==> src/rtl/din_deserializer_pkg.sv <==
// Shared types and constants for the serial-to-parallel deserializer.
package din_deserializer_pkg;

  localparam int DEFAULT_WIDTH = 16;

  typedef enum logic {
    FILL = 1'b0,  // accepting serial bits
    HOLD = 1'b1   // complete word parked, waiting for the output register
  } state_e;

endpackage

==> src/rtl/din_deserializer.sv <==
// MSB-first serial deserializer with a one-word holding stage, valid/ready output
// handshake, and a sticky overflow flag plus a saturating count of dropped bits.
module din_deserializer
  import din_deserializer_pkg::*;
#(
  parameter int WIDTH  = DEFAULT_WIDTH,
  parameter int DROP_W = 8
) (
  input  logic              clk,
  input  logic              rst_n,
  input  logic              stb,
  input  logic              di,
  output logic [WIDTH-1:0]  dout,
  output logic              dout_valid,
  input  logic              dout_ready,
  output logic              overflow,
  output logic [DROP_W-1:0] drop_count
);

  localparam int CNT_W = $clog2(WIDTH);
  localparam logic [CNT_W-1:0] LAST_BIT = CNT_W'(WIDTH - 1);

  state_e              state_q, state_d;
  logic [CNT_W-1:0]    cnt_q, cnt_d;
  logic [WIDTH-1:0]    shreg_q, shreg_d;
  logic [WIDTH-1:0]    dout_q, dout_d;
  logic                valid_q, valid_d;
  logic                ovf_q, ovf_d;
  logic [DROP_W-1:0]   drop_q, drop_d;

  logic                out_free;
  logic [WIDTH-1:0]    next_word;

  assign out_free  = !valid_q || dout_ready;
  assign next_word = {shreg_q[WIDTH-2:0], di};

  // NOTE: every variable gets its hold value first so no path through this block infers a latch.
  always_comb begin
    state_d = state_q;
    cnt_d   = cnt_q;
    shreg_d = shreg_q;
    dout_d  = dout_q;
    valid_d = valid_q;
    ovf_d   = ovf_q;
    drop_d  = drop_q;

    // A handshake empties the output register unless a load below refills it.
    if (valid_q && dout_ready) valid_d = 1'b0;

    if (state_q == FILL) begin
      if (stb) begin
        shreg_d = next_word;
        if (cnt_q == LAST_BIT) begin
          if (out_free) begin
            dout_d  = next_word;
            valid_d = 1'b1;
            cnt_d   = '0;
          end else begin
            state_d = HOLD;
          end
        end else begin
          cnt_d = cnt_q + 1'b1;
        end
      end
    end else begin
      // Bits arriving in HOLD are lost, including on the edge that leaves HOLD.
      if (stb) begin
        ovf_d = 1'b1;
        if (drop_q != '1) drop_d = drop_q + 1'b1;
      end
      if (out_free) begin
        dout_d  = shreg_q;
        valid_d = 1'b1;
        cnt_d   = '0;
        state_d = FILL;
      end
    end
  end

  // NOTE: sequential state uses non-blocking assignments so all registers update together on the edge.
  always_ff @(posedge clk or negedge rst_n) begin
    if (!rst_n) begin
      state_q <= FILL;
      cnt_q   <= '0;
      shreg_q <= '0;
      dout_q  <= '0;
      valid_q <= 1'b0;
      ovf_q   <= 1'b0;
      drop_q  <= '0;
    end else begin
      state_q <= state_d;
      cnt_q   <= cnt_d;
      shreg_q <= shreg_d;
      dout_q  <= dout_d;
      valid_q <= valid_d;
      ovf_q   <= ovf_d;
      drop_q  <= drop_d;
    end
  end

  assign dout       = dout_q;
  assign dout_valid = valid_q;
  assign overflow   = ovf_q;
  assign drop_count = drop_q;

endmodule

==> config.mk <==
export PLATFORM = sky130hd
export DESIGN_NAME = din_deserializer
export DESIGN_NICKNAME = d
export VERILOG_FILES = /design/src/rtl/din_deserializer_pkg.sv /design/src/rtl/din_deserializer.sv
export SDC_FILE = /design/constraint.sdc
export NUM_CORES = 1
export LEC_CHECK = 0
export ABC_AREA = 1
export CAP_MARGIN = 20
export CORE_MARGIN = 3
export CORE_UTILIZATION = 34
export DETAILED_ROUTE_END_ITERATION = 8
export PLACE_DENSITY_LB_ADDON = 0.2
export SKIP_CTS_REPAIR_TIMING = 1
export SLEW_MARGIN = 0
export SYNTH_ARGS = -nofsm -noshare
export SYNTH_HDL_FRONTEND = slang
export SYNTH_SLANG_ARGS = --single-unit
==> constraint.sdc <==
create_clock -name clk -period 1.42 [get_ports clk]
set_input_delay 0.284 -clock clk [delete_from_list [all_inputs] [get_ports clk]]
set_output_delay 0.284 -clock clk [all_outputs]
set_load 0.1 [all_outputs]
==> summary.txt <==
Run
  • # Max-Cap Violations: 0

Timing
  • Post-route setup slack: 0.0480 ns
  • Final worst path period share: 0.966
  • Max Fclk: 729 MHz
  • Slew Limit Fails: 0
  • Slew @ Worst Pin: ~0.35 ns
  • Layout Skew: 0.00529 ns
  • # setup viols final: 0
  • RSZ-0062 raised after global routing: yes
  • Min Tclk post-route: 1.37 ns
  • Slew HR: 0.765
  • Final hold vios: 0
  • Setup TNS: 0 ns

Yosys
  • Post-synthesis xor/xnor area fraction: 0.0113
  • Most common cell in the netlist: nand2_1
  • Cell count after synthesis: slightly below 300
  • Syn avg cell area: between 7 and 8 um^2
  • Yosys top cell by area: dfrtp_1
  • Multiplexer area fraction after synthesis: 0
  • EDFF count, synth: 0
  • Synth Register Bits: 47
  • Mapped cell area: 2320 um^2
  • Simple-gate portion of the synthesized area: 0.312
  • Top cells by area, synth: dfrtp_1 51%, nand2_1 18%, o21ai_0 7.1%, nand4_1 5.1%, inv_1 4.9%
  • Commonest cells post-synth: 114 x nand2_1, 47 x dfrtp_1, 33 x o21ai_0
  • Register area share after synthesis: 0.508
  • Ys Warns: 0
  • Primary FF master, synth: dfrtp_1
  • Top-area cell type share of the netlist area: 0.508
  • Syn_nets: 299
  • Share of async-settable or async-resettable flops after synthesis: 1.00
  • Synth Area in Adders: 0.0108
  • Synth unique cells: 25
  • Largest family of logic cells by synthesized area: simple AND/OR/NAND/NOR gates
  • Post-synthesis compound-gate area fraction: 0.0735

Setup path
  • Critical path required time: 1.14 ns
  • Worst reg-to-reg path cell count: 8
  • Reg2reg end: dout[8]
  • CP startpoint kind: flop
  • Crit path DAT: around 1.1 ns
  • Reg2reg setup slack: roughly 0.070 ns
  • Crit end category: output pin
  • Setup CP Type: flop to output pin
  • Setup crit end: drop_count[1]
  • Reg2reg start: cnt_q[0]
  • CP startpoint: drop_count[1]
  • CP max FO: 4

Worst hold path
  • Worst min-delay path category: input pin to async pin

Finish
  • Sequential cell area: 1190 um^2
  • Antenna Cells: 0
  • Area of the multi-input gates: 1070 um^2
  • Design area: roughly 3400 um^2
  • Filler cells: 591
  • Share of cells above drive strength 1: 0.265
  • Layout Area Growth over Synthesis: 46.0%
  • Fin nets: around 350

Power
  • Overall Power: 5770 uW
  • Pwr dens: 1700 nW/um^2
  • Peak supply drop: around 0.00095 V
  • Gate power share: 0.501
  • Clk pwr share: 0.155
  • Reg power frac: 0.344
  • Switch Pwr: 2650 uW
  • Sw Share: 0.460
  • Leakage power: approximately 0.0016 uW
  • Pint: 3110 uW

Floorplan
  • Floorplan row count: 29
  • # IOs: 31
  • DIE HEIGHT: 88.5 um
  • Initial Util: 0.359
  • Core area: 6460 um^2
  • Die area: between 7000 and 8000 um^2
  • Die width: 88.5 um

Placement
  • GPL Wtd Cong: 0.739
  • Dpl cell area: about 3100 um^2
  • Port Buffers: 30
  • Pre-CTS setup slack: -0.171 ns
  • Dpl hpwl: 3420 um

Status
  • Outcome: finished clean

Clocking
  • Clock buffer count from CTS: 5
  • Root buf cell: clkbuf_8
  • Number of H-tree levels: 2
  • Clock-pin slew on the worst setup and hold paths: ~0.09 ns
  • Worst-skew pair later-pin latency: 0.30 ns
  • Clock Tree Buf Depth: 2
  • CTS sink count: 47
  • CTS tree: built

Global route
  • Gr usage total: 0.142
  • Global-route wire length before repair: 8780 um
  • Initial antenna violation count: 0
  • Residual overflow from global routing: 0
  • Vias in the first global route: 1942
  • Largest net degree at the start of global routing: 48

Detailed routing
  • DR vias/cell: 4.74
  • Detailed-route DRC error count: 0
  • Vias: 2009
  • Iteration-0 DRC Markers: 170
  • Drt first pass iters: 4
  • Routed wire per std cell: 13.0 um
  • WL final: 5500 um
  • DRT antenna net count: 0
[critical path: stages (launching register included)]
cell     delay [ns]
dfrtp_4        0.50
buf_6          0.14
buf_12         0.16
[per-stage QoR]
stage | std cells | utilization | hold slack [ns]
after floorplan | 292 | - | -0.0116
after global placement | 403 | 0.478 | 0.291
after detailed placement | 403 | 0.478 | 0.293
after CTS | 411 | 0.494 | -0.0379
after global routing | 424 | 0.524 | 0.525
final | 424 | 0.524 | 0.498
[cells by family (layout without fill, tap and decap cells)]
logic type,Yosys count,after routing
xor+xnor,3,3
simple gates,161,166
flops,47,47
fa+ha+maj,2,2
buf+inv,45,95
compound gates,34,34
[area by class of cell]
cell class | instances | share of cell area
multi-input combinational | 205 | 0.315
timing repair buffer | 54 | 0.235
tap | 77 | 0.0285
sequential | 47 | 0.353
clock buffer | 8 | 0.0296
inverter | 33 | 0.0381
[state kept, by name, indices dropped and copies added (netlist names)]
signal,count
state_q,1
drop_count,8
overflow,1
cnt_q,4
dout,16
dout_valid,1
shreg_q,16
[metal layers]
| layer | share of wire | wire length (um) | GRT usage | up-vias |
|---|---|---|---|---|
| li1 | - | - | - | 1043 |
| met2 | 0.50 | 2780 | 0.243 | 35 |
| met1 | 0.45 | 2500 | 0.184 | 927 |
| met4 | 0.0040 | 22 | 0.0330 | 0 |
| met3 | 0.037 | 205 | 0.0317 | 4 |
| met5 | 0 | 0 | 0 | - |
[power by group through the flow]
stage | clock [uW] | sequential, uW | combinational, uW
after global placement | 0 | 2000 | 2750
after detailed placement | 0 | 2000 | 2780
after floorplan | 0 | 3230 | 436
final | 891 | 1980 | 2890
after CTS | 929 | 1980 | 2780
after global routing | 970 | 2030 | 3050
[worst min-delay path by stage]
| stage | slack, ns | start | depth (start not counted) | end |
|---|---|---|---|---|
| global route | 0.52 | rst_n | 3 | dout[2] |
| global placement | 0.29 | rst_n | 2 | dout[0] |
| detailed placement | 0.29 | rst_n | 2 | overflow |
| CTS | -0.04 | rst_n | 2 | dout_valid |
| floorplan | -0.01 | rst_n | 0 | cnt_q[0] |
| finish | 0.50 | rst_n | 3 | dout[1] |
[cells in the final DEF (no fill, tap or decap), types with 3 or more instances in the layout]
| cell type | instances |
|---|---|
| dfrtp_1 | 38 |
| buf_4 | 17 |
| dfrtp_2 | 6 |
| nand2_4 | 4 |
| o21ai_0 | 33 |
| clkbuf_8 | 7 |
| clkdlybuf4s50_1 | 3 |
| nand3_4 | 4 |
| inv_1 | 29 |
| nand4_1 | 19 |
| nand2_1 | 109 |
| nand3_1 | 7 |
| dfrtp_4 | 3 |
| buf_12 | 30 |
| nand2_2 | 7 |
| nor2_1 | 9 |
Note: power is estimated with default switching activity, not from simulation.
